### src/rtl/operand_fetch_stage_pkg.sv
// Shared RISC16 definitions for the operand-fetch (ID) stage: opcode
// encoding, instruction field positions and the instruction decoder.
package operand_fetch_stage_pkg;

    localparam int WORD_LEN     = 16;
    localparam int REG_ADDR_LEN = 3;

    // Instruction field positions (LSB of each field)
    localparam int OP_LSB = 13;
    localparam int RA_LSB = 10;
    localparam int RB_LSB = 7;
    localparam int RC_LSB = 0;

    typedef enum logic [2:0] {
        OP_ADD  = 3'd0,
        OP_ADDI = 3'd1,
        OP_NAND = 3'd2,
        OP_LUI  = 3'd3,
        OP_SW   = 3'd4,
        OP_LW   = 3'd5,
        OP_BEQ  = 3'd6,
        OP_JALR = 3'd7
    } opcode_e;

    typedef logic [REG_ADDR_LEN-1:0] reg_addr_t;
    typedef logic [WORD_LEN-1:0]     word_t;

    // Decoded instruction. A source that the instruction does not read is 0,
    // so it can never match a non-zero producer target.
    typedef struct packed {
        opcode_e   opcode;
        reg_addr_t src1;
        reg_addr_t src2;
        reg_addr_t tgt;
        logic      wr_en;
        word_t     imm;
    } decode_t;

    function automatic word_t sext7(input logic [6:0] imm7);
        return {{(WORD_LEN-7){imm7[6]}}, imm7};
    endfunction

    function automatic decode_t decode_instr(input word_t instr);
        decode_t   d;
        reg_addr_t ra;
        reg_addr_t rb;
        reg_addr_t rc;
        d        = '0;
        ra       = instr[RA_LSB +: REG_ADDR_LEN];
        rb       = instr[RB_LSB +: REG_ADDR_LEN];
        rc       = instr[RC_LSB +: REG_ADDR_LEN];
        d.opcode = opcode_e'(instr[OP_LSB +: 3]);
        case (d.opcode)
            OP_ADD, OP_NAND: begin
                d.src1  = rb;
                d.src2  = rc;
                d.tgt   = ra;
                d.wr_en = 1'b1;
            end
            OP_ADDI, OP_LW, OP_JALR: begin
                d.src1  = rb;
                d.tgt   = ra;
                d.wr_en = 1'b1;
                d.imm   = sext7(instr[6:0]);
            end
            OP_SW: begin
                d.src1 = rb;
                d.src2 = ra;
                d.imm  = sext7(instr[6:0]);
            end
            OP_BEQ: begin
                d.src1 = ra;
                d.src2 = rb;
                d.imm  = sext7(instr[6:0]);
            end
            OP_LUI: begin
                d.tgt   = ra;
                d.wr_en = 1'b1;
                d.imm   = {instr[9:0], 6'b0};
            end
        endcase
        // Writes to r0 are architecturally discarded.
        d.wr_en = d.wr_en && (d.tgt != '0);
        return d;
    endfunction

endpackage

### src/rtl/operand_fwd_mux.sv
// Four-way priority bypass for one operand: EX > MEM > WB > register file.
// r0 always reads as zero regardless of any producer.
module operand_fwd_mux #(
    parameter int p_WORD_LEN     = 16,
    parameter int p_REG_ADDR_LEN = 3
) (
    input  logic [p_REG_ADDR_LEN-1:0] i_src,
    input  logic [p_WORD_LEN-1:0]     i_rf_data,
    input  logic                      i_ex_en,
    input  logic [p_REG_ADDR_LEN-1:0] i_ex_tgt,
    input  logic [p_WORD_LEN-1:0]     i_ex_data,
    input  logic                      i_mem_en,
    input  logic [p_REG_ADDR_LEN-1:0] i_mem_tgt,
    input  logic [p_WORD_LEN-1:0]     i_mem_data,
    input  logic                      i_wb_en,
    input  logic [p_REG_ADDR_LEN-1:0] i_wb_tgt,
    input  logic [p_WORD_LEN-1:0]     i_wb_data,
    output logic [p_WORD_LEN-1:0]     o_data
);

    // Select the youngest in-flight producer of i_src, else the regfile value.
    always_comb begin
        // NOTE: default first so every path assigns o_data and no latch is inferred.
        o_data = i_rf_data;
        if (i_src == '0) begin
            o_data = '0;
        end else if (i_ex_en && (i_ex_tgt == i_src)) begin
            o_data = i_ex_data;
        end else if (i_mem_en && (i_mem_tgt == i_src)) begin
            o_data = i_mem_data;
        end else if (i_wb_en && (i_wb_tgt == i_src)) begin
            // The regfile write lands on the same edge as the ID/EX capture,
            // so the regfile read here is still stale.
            o_data = i_wb_data;
        end
    end

endmodule

### src/rtl/operand_fetch_stage.sv
// RISC16 ID stage: decodes the IF/ID instruction, drives regfile read
// addresses, resolves operands through the bypass network, detects load-use
// hazards and holds the ID/EX pipeline register.
module operand_fetch_stage
    import operand_fetch_stage_pkg::*;
#(
    parameter int p_WORD_LEN     = 16,
    parameter int p_REG_ADDR_LEN = 3
) (
    input  logic                      i_clk,
    input  logic                      i_rst_n,
    input  logic                      i_valid,
    input  logic [p_WORD_LEN-1:0]     i_instr,
    input  logic [p_WORD_LEN-1:0]     i_pc,
    input  logic                      i_flush,
    output logic                      o_stall,
    output logic [p_REG_ADDR_LEN-1:0] o_src1,
    output logic [p_REG_ADDR_LEN-1:0] o_src2,
    input  logic [p_WORD_LEN-1:0]     i_src1_data,
    input  logic [p_WORD_LEN-1:0]     i_src2_data,
    input  logic [p_REG_ADDR_LEN-1:0] i_ex_tgt,
    input  logic                      i_ex_wr_en,
    input  logic                      i_ex_is_ld,
    input  logic [p_WORD_LEN-1:0]     i_ex_result,
    input  logic [p_REG_ADDR_LEN-1:0] i_mem_tgt,
    input  logic                      i_mem_wr_en,
    input  logic [p_WORD_LEN-1:0]     i_mem_data,
    input  logic [p_REG_ADDR_LEN-1:0] i_wb_tgt,
    input  logic                      i_wb_wr_en,
    input  logic [p_WORD_LEN-1:0]     i_wb_data,
    output logic                      o_valid,
    output logic [2:0]                o_opcode,
    output logic [p_REG_ADDR_LEN-1:0] o_tgt,
    output logic                      o_wr_en,
    output logic [p_WORD_LEN-1:0]     o_op1,
    output logic [p_WORD_LEN-1:0]     o_op2,
    output logic [p_WORD_LEN-1:0]     o_imm,
    output logic [p_WORD_LEN-1:0]     o_pc
);

    decode_t               dec;
    logic                  ex_fwd_en;
    logic                  hazard;
    logic                  capture;
    logic [p_WORD_LEN-1:0] op1;
    logic [p_WORD_LEN-1:0] op2;

    assign dec    = decode_instr(i_instr);
    assign o_src1 = dec.src1;
    assign o_src2 = dec.src2;

    // A load's EX result is only an address, never the loaded data.
    assign ex_fwd_en = i_ex_wr_en && !i_ex_is_ld;

    operand_fwd_mux #(
        .p_WORD_LEN    (p_WORD_LEN),
        .p_REG_ADDR_LEN(p_REG_ADDR_LEN)
    ) u_fwd_op1 (
        .i_src     (dec.src1),
        .i_rf_data (i_src1_data),
        .i_ex_en   (ex_fwd_en),
        .i_ex_tgt  (i_ex_tgt),
        .i_ex_data (i_ex_result),
        .i_mem_en  (i_mem_wr_en),
        .i_mem_tgt (i_mem_tgt),
        .i_mem_data(i_mem_data),
        .i_wb_en   (i_wb_wr_en),
        .i_wb_tgt  (i_wb_tgt),
        .i_wb_data (i_wb_data),
        .o_data    (op1)
    );

    operand_fwd_mux #(
        .p_WORD_LEN    (p_WORD_LEN),
        .p_REG_ADDR_LEN(p_REG_ADDR_LEN)
    ) u_fwd_op2 (
        .i_src     (dec.src2),
        .i_rf_data (i_src2_data),
        .i_ex_en   (ex_fwd_en),
        .i_ex_tgt  (i_ex_tgt),
        .i_ex_data (i_ex_result),
        .i_mem_en  (i_mem_wr_en),
        .i_mem_tgt (i_mem_tgt),
        .i_mem_data(i_mem_data),
        .i_wb_en   (i_wb_wr_en),
        .i_wb_tgt  (i_wb_tgt),
        .i_wb_data (i_wb_data),
        .o_data    (op2)
    );

    // Load-use: unused sources decode to r0 and the load target is non-zero,
    // so comparing against both sources only ever hits a used one.
    assign hazard  = i_valid && !i_flush && i_ex_is_ld && i_ex_wr_en
                     && (i_ex_tgt != '0)
                     && ((i_ex_tgt == dec.src1) || (i_ex_tgt == dec.src2));
    assign o_stall = i_rst_n && hazard;
    assign capture = i_valid && !i_flush && !hazard;

    // ID/EX register: capture the resolved instruction or insert a bubble.
    always_ff @(posedge i_clk) begin
        if (!i_rst_n || !capture) begin
            // NOTE: non-blocking assignments for all flops so every field samples pre-edge values.
            o_valid  <= 1'b0;
            o_opcode <= '0;
            o_tgt    <= '0;
            o_wr_en  <= 1'b0;
            o_op1    <= '0;
            o_op2    <= '0;
            o_imm    <= '0;
            o_pc     <= '0;
        end else begin
            o_valid  <= 1'b1;
            o_opcode <= dec.opcode;
            o_tgt    <= dec.tgt;
            o_wr_en  <= dec.wr_en;
            o_op1    <= op1;
            o_op2    <= op2;
            o_imm    <= dec.imm;
            o_pc     <= i_pc;
        end
    end

endmodule

### config.mk
export PLATFORM = sky130hd
export DESIGN_NAME = operand_fetch_stage
export DESIGN_NICKNAME = d
export VERILOG_FILES = /design/src/rtl/operand_fetch_stage_pkg.sv /design/src/rtl/operand_fwd_mux.sv /design/src/rtl/operand_fetch_stage.sv
export SDC_FILE = /design/constraint.sdc
export NUM_CORES = 1
export LEC_CHECK = 0
export CAP_MARGIN = 15
export CORE_MARGIN = 4
export CORE_UTILIZATION = 25
export DETAILED_ROUTE_END_ITERATION = 7
export GPL_TIMING_DRIVEN = 0
export PLACE_DENSITY = 0.59
export SETUP_SLACK_MARGIN = 0.1
export SKIP_CTS_REPAIR_TIMING = 1
export SYNTH_ARGS = -nofsm -noshare
export SYNTH_HDL_FRONTEND = slang
export SYNTH_HIERARCHICAL = 1
export SYNTH_SLANG_ARGS = --single-unit
### constraint.sdc
create_clock -name i_clk -period 5.9 [get_ports i_clk]
set_clock_uncertainty 0.05 [all_clocks]
set_input_delay 1.18 -clock i_clk [delete_from_list [all_inputs] [get_ports i_clk]]
set_output_delay 1.18 -clock i_clk [all_outputs]
set_load 0.01 [all_outputs]
# --- After elaboration in Yosys (flattened, before gate mapping) ---
# Index checks and enable logic that the tools add are counted.
totals:
  register_bits: 72
  latchBits: 0
  mem_bits_rw: 0
  mem_bits_ro: 0
  in_bits: 129
  word_cells: 65
  n_memories: 0
op_classes:
  addsub: 0
  multipliers: 0
  n_div: 0
  order_cmp: 0
  n_eq_ne: 13
  shift: 0
  mux: 11
  n_bitwise: 0
  reduce_logical: 33
ops:
  columns: ["cell", "n"]
  rows:
  - ["$mux 16", 6]
  - ["$pmux 16 s2", 1]
  - ["$eq 3x3->1", 6]
  - ["$logic_and 1x1->1", 15]
  - ["$eq 3x3->1 const B", 4]
  - ["$reduce_or 6->1", 2]
  - ["$logic_not 3->1", 3]
  - ["$pmux 3 s3", 1]
  - ["$eq 3x2->1 const B", 2]
  - ["$pmux 3 s2", 1]
  - ["$reduce_bool 3->1", 2]
  - ["$reduce_or 2->1", 3]
  - ["$logic_not 1->1", 5]
  - ["$reduce_or 5->1", 1]
  - ["$mux 4", 1]
  - ["$eq 3x1->1 const B", 1]
  - ["$logic_or 1x1->1", 2]
  - ["$mux 1", 1]

# --- Depth between registers and ports, before layout ---
logic_depth:
  word_depth: 11
  mapped_depth: 13

# --- Cells and area by module ---
# The synthesis kept the hierarchy.
by_module_without_submodules:
  columns: ["module", "n_inst", "cells_each", "area_per_inst_um2", "seq_area_each_um2"]
  rows:
  - ["operand_fetch_stage", 1, 297, 2701.3, 1441.4]
  - ["operand_fwd_mux", 2, 88, 715.7, 0.0]

# --- Worst setup path before layout ---
# No wires, ideal clock.
synth_timing:
  kind: "input -> output"
  startpoint: "input port i_instr[15]"
  endpoint: "output port o_src2[0]"
  t_arrival_ps: 2433
  slack_ps: 2237
  path_stages: 5
  path_buffers: 3
  cell_sequence: "buf_4 > clkbuf_1 > nor2_1 > a211oi_1 > buf_4"
synth_lines:
  columns: ["item", "line", "rtl"]
  rows:
  - ["start, declared", "operand_fetch_stage.sv:13", "input logic [p_WORD_LEN-1:0] i_instr,"]
  - ["end, declared", "operand_fetch_stage.sv:18", "output logic [p_REG_ADDR_LEN-1:0] o_src2,"]

# --- Worst setup path after layout ---
layout_timing:
  startpoint: "input port i_instr[13]"
  endpoint: "output port o_stall"
layout_via:
  elab_chain_cells: 7
  word_cells_on_any_way: 16
  cone_classes: "eq/ne: 8; mux: 2; reduce/logical: 6"
layout_lines:
  columns: ["item", "line", "rtl"]
  rows:
  - ["$eq 3x1->1, or another cell as far along", "operand_fetch_stage_pkg.sv:53", "case (d.opcode)"]
  - ["$reduce_or 6->1 (no line) or $reduce_or 2->1 (tied branches)", null, null]
  - ["$pmux 3 s2 or $pmux 3 s3 (tied branches)", "operand_fetch_stage_pkg.sv:53", null]
  - ["$eq 3x3->1", "operand_fetch_stage.sv:95", "&& ((i_ex_tgt == dec.src1) || (i_ex_tgt == dec.src2));"]
  - ["$logic_or 1x1->1 (*)", "operand_fetch_stage.sv:95", null]
  - ["$logic_and 1x1->1 (*)", "operand_fetch_stage.sv:95", null]
  - ["$logic_and 1x1->1 (*)", "operand_fetch_stage.sv:96", "assign o_stall = i_rst_n && hazard;"]
  - ["end, declared", "operand_fetch_stage.sv:16", "output logic o_stall,"]
# Mark *: on every way between the ends. The rest lies on a longest branch, timed or not.

==> summary.txt <==
Fin crit share -> 0.8821
Die width -> 136.6 um
Final HPWL DP -> 12860 um
Synth-to-layout area growth -> 64.06%
Vias in the first global route -> 4485
CP required -> 4.67 ns
WHS Path Cells -> 2
Synth top area share -> 0.3488
Fin crit period -> 5.204 ns
TritonCTS clock tree -> yes
Post-synthesis sequential area ratio -> 0.3488
Max-Cap Viols -> 0
Final GP Congestion -> 0.8210
Layout cells sized above 1 -> 0.1079
Antenna violations before repair -> 0
Cell taking the most area after synthesis -> dfxtp_1
# nets final -> 819
Worst slew pin tran -> 0.9923 ns
Slew HR -> 0.3345
GRT Util Overall -> 0.1670
First-iteration detailed-routing DRC count -> 229
Clk buf depth -> 2
Io pins -> 208
Netlist cell types -> 41
Slew Viols, Final -> 0
Status -> finished clean
Post-synthesis area per instance -> 8.737 um^2
RSZ-0062 raised after global routing -> no
Final WL -> 15880 um
Cell area power density -> 211.3 nW/um^2
Post-route ant nets -> 0
Reg clk slew, reported paths -> 0.06 ns
CTS Buf Count -> 9
Top cells by count, synth -> dfxtp_1 (72), nand2_1 (67), nor3_1 (65)
DRT Pass-1 Iters -> 4
Global-route wire length before repair -> 24180 um
Hold_sp -> i_instr[14]
DR vias -> 4324
WHS Endpoint -> o_opcode[1]
Most numerous cell in the Yosys netlist -> dfxtp_1
Fin area -> 6780 um^2
Avg Vias per Cell -> 4.746
Rows -> 46
Grt ovf -> 0
Initial Util -> 0.2574
Setup TNS -> 0 ns
Most common flop cell mapped by yosys -> dfxtp_1
DIE AREA -> 18650 um^2
Largest net degree at the start of global routing -> 14
Root Driver -> clkbuf_16
Htree depth -> 3
Post-layout util -> 0.4222
Max Freq -> 0.1921 GHz
VDD IR max -> 0.0001050 V
Crit Path Max Fanout -> 10
WP data arrival -> 3.97 ns
Die height -> 136.6 um
DRC violations left -> 0
Per-cell routed wire length -> 17.43 um
P_leak -> 2.712 nW
CP Class -> in2out
Core Region -> 16060 um^2
Post-Syn Nets -> 602
Yosys reg bits -> 72
Yosys warns -> 6
Top cells by area, synth -> dfxtp_1 (35%), mux2i_1 (8.5%), nor3_1 (7.9%)
Hold Path Class -> in2reg
Synth async-reset ratio -> 0
CP endpoint kind -> output port
Final Hold Fails -> 0
# setup viols final -> 0
Diode count -> 0
Synth Instances -> 473
Sink Count -> 72
Input/output buffers -> 206
Placed instance area -> 6465 um^2
Number of synthesized flops with an enable pin -> 0
Post-Syn Area -> 4133 um^2
Setup crit start kind -> input pin
critical path: stages:
cell and delay [ns]:
clkdlybuf4s50_1 0.53, buf_6 0.21, nand2b_1 0.22, nor3_1 0.24, nand4_1 0.11, nand2_1 0.36, clkbuf_1 0.37, a32o_1 0.18
clkdlybuf4s50_1 0.57
cell families (layout without fill, tap and decap cells):
| family | after synthesis | in the layout | synth area share |
|---|---|---|---|
| muxes | 35 | 35 | 0.08477 |
| xor gates and xnor gates | 27 | 27 | 0.05722 |
| DFF | 72 | 72 | 0.3488 |
| and+or+nand+nor | 201 | 201 | 0.2452 |
| buffers and inverters | 83 | 305 | 0.1114 |
| AOI/OAI and AO/OA | 55 | 55 | 0.1526 |
layer usage:
metal	routed length, um	share of wire	GRT usage
met1	7012	0.44	0.2233
met2	7223	0.45	0.2623
met5	0	0	0
met4	278	0.018	0.05319
met3	1362	0.086	0.04412
state kept, by name, indices dropped and copies added (netlist names):
register and flops:
o_imm 16, o_op1 16, o_op2 16, o_pc 16, o_opcode 3, o_tgt 3
o_valid 1, o_wr_en 1
report_power, final:
part | total (mW) | switching (mW) | internal [mW]
clock network | 0.570 | 0.216 | 0.353
registers | 0.505 | 0.00386 | 0.501
logic | 0.359 | 0.166 | 0.193
per-stage QoR:
stage	power, mW	worst slack, ns	std cells	hold WS (ns)
floorplan	0.6944	2.237	473	1.248
global placement	0.8697	0.7476	895	1.448
detailed placement	0.8746	0.7263	895	1.451
CTS	1.446	0.6881	911	1.101
global route	1.496	0.4549	911	1.110
finish	1.433	0.6955	911	1.109
cells in the final DEF (no fill, tap or decap), types with 12 or more instances in the layout:
cell	count
clkdlybuf4s50_1	206
dfxtp_1	72
nand2_1	67
nor3_1	65
mux2i_1	35
inv_1	35
nand3_1	35
xnor2_1	20
o221ai_2	20
clkbuf_1	17
buf_6	14
o221ai_1	12
layout make-up:
class	count	area [um^2]
Fill cell	1546	9278
Multi-Input combinational cell	318	2231
Timing Repair Buffer	206	2062
Sequential cell	72	1441
Buffer	48	329.1
Tap cell	216	270.3
Clock buffer	11	252.7
Inverter	35	131.4
Clock inverter	5	62.56
how the worst max path moves through the flow:
stage / from / end / slack, ns / depth (start not counted)
finish: i_instr[13] / o_stall / 0.70 / 9
detailed placement: i_instr[13] / o_stall / 0.73 / 9
CTS: i_instr[13] / o_stall / 0.69 / 9
floorplan: i_instr[15] / o_src2[0] / 2.24 / 5
global route: i_instr[13] / o_stall / 0.45 / 9
global placement: i_instr[13] / o_stall / 0.75 / 9
No activity file was read; power rests on OpenSTA's default activity.
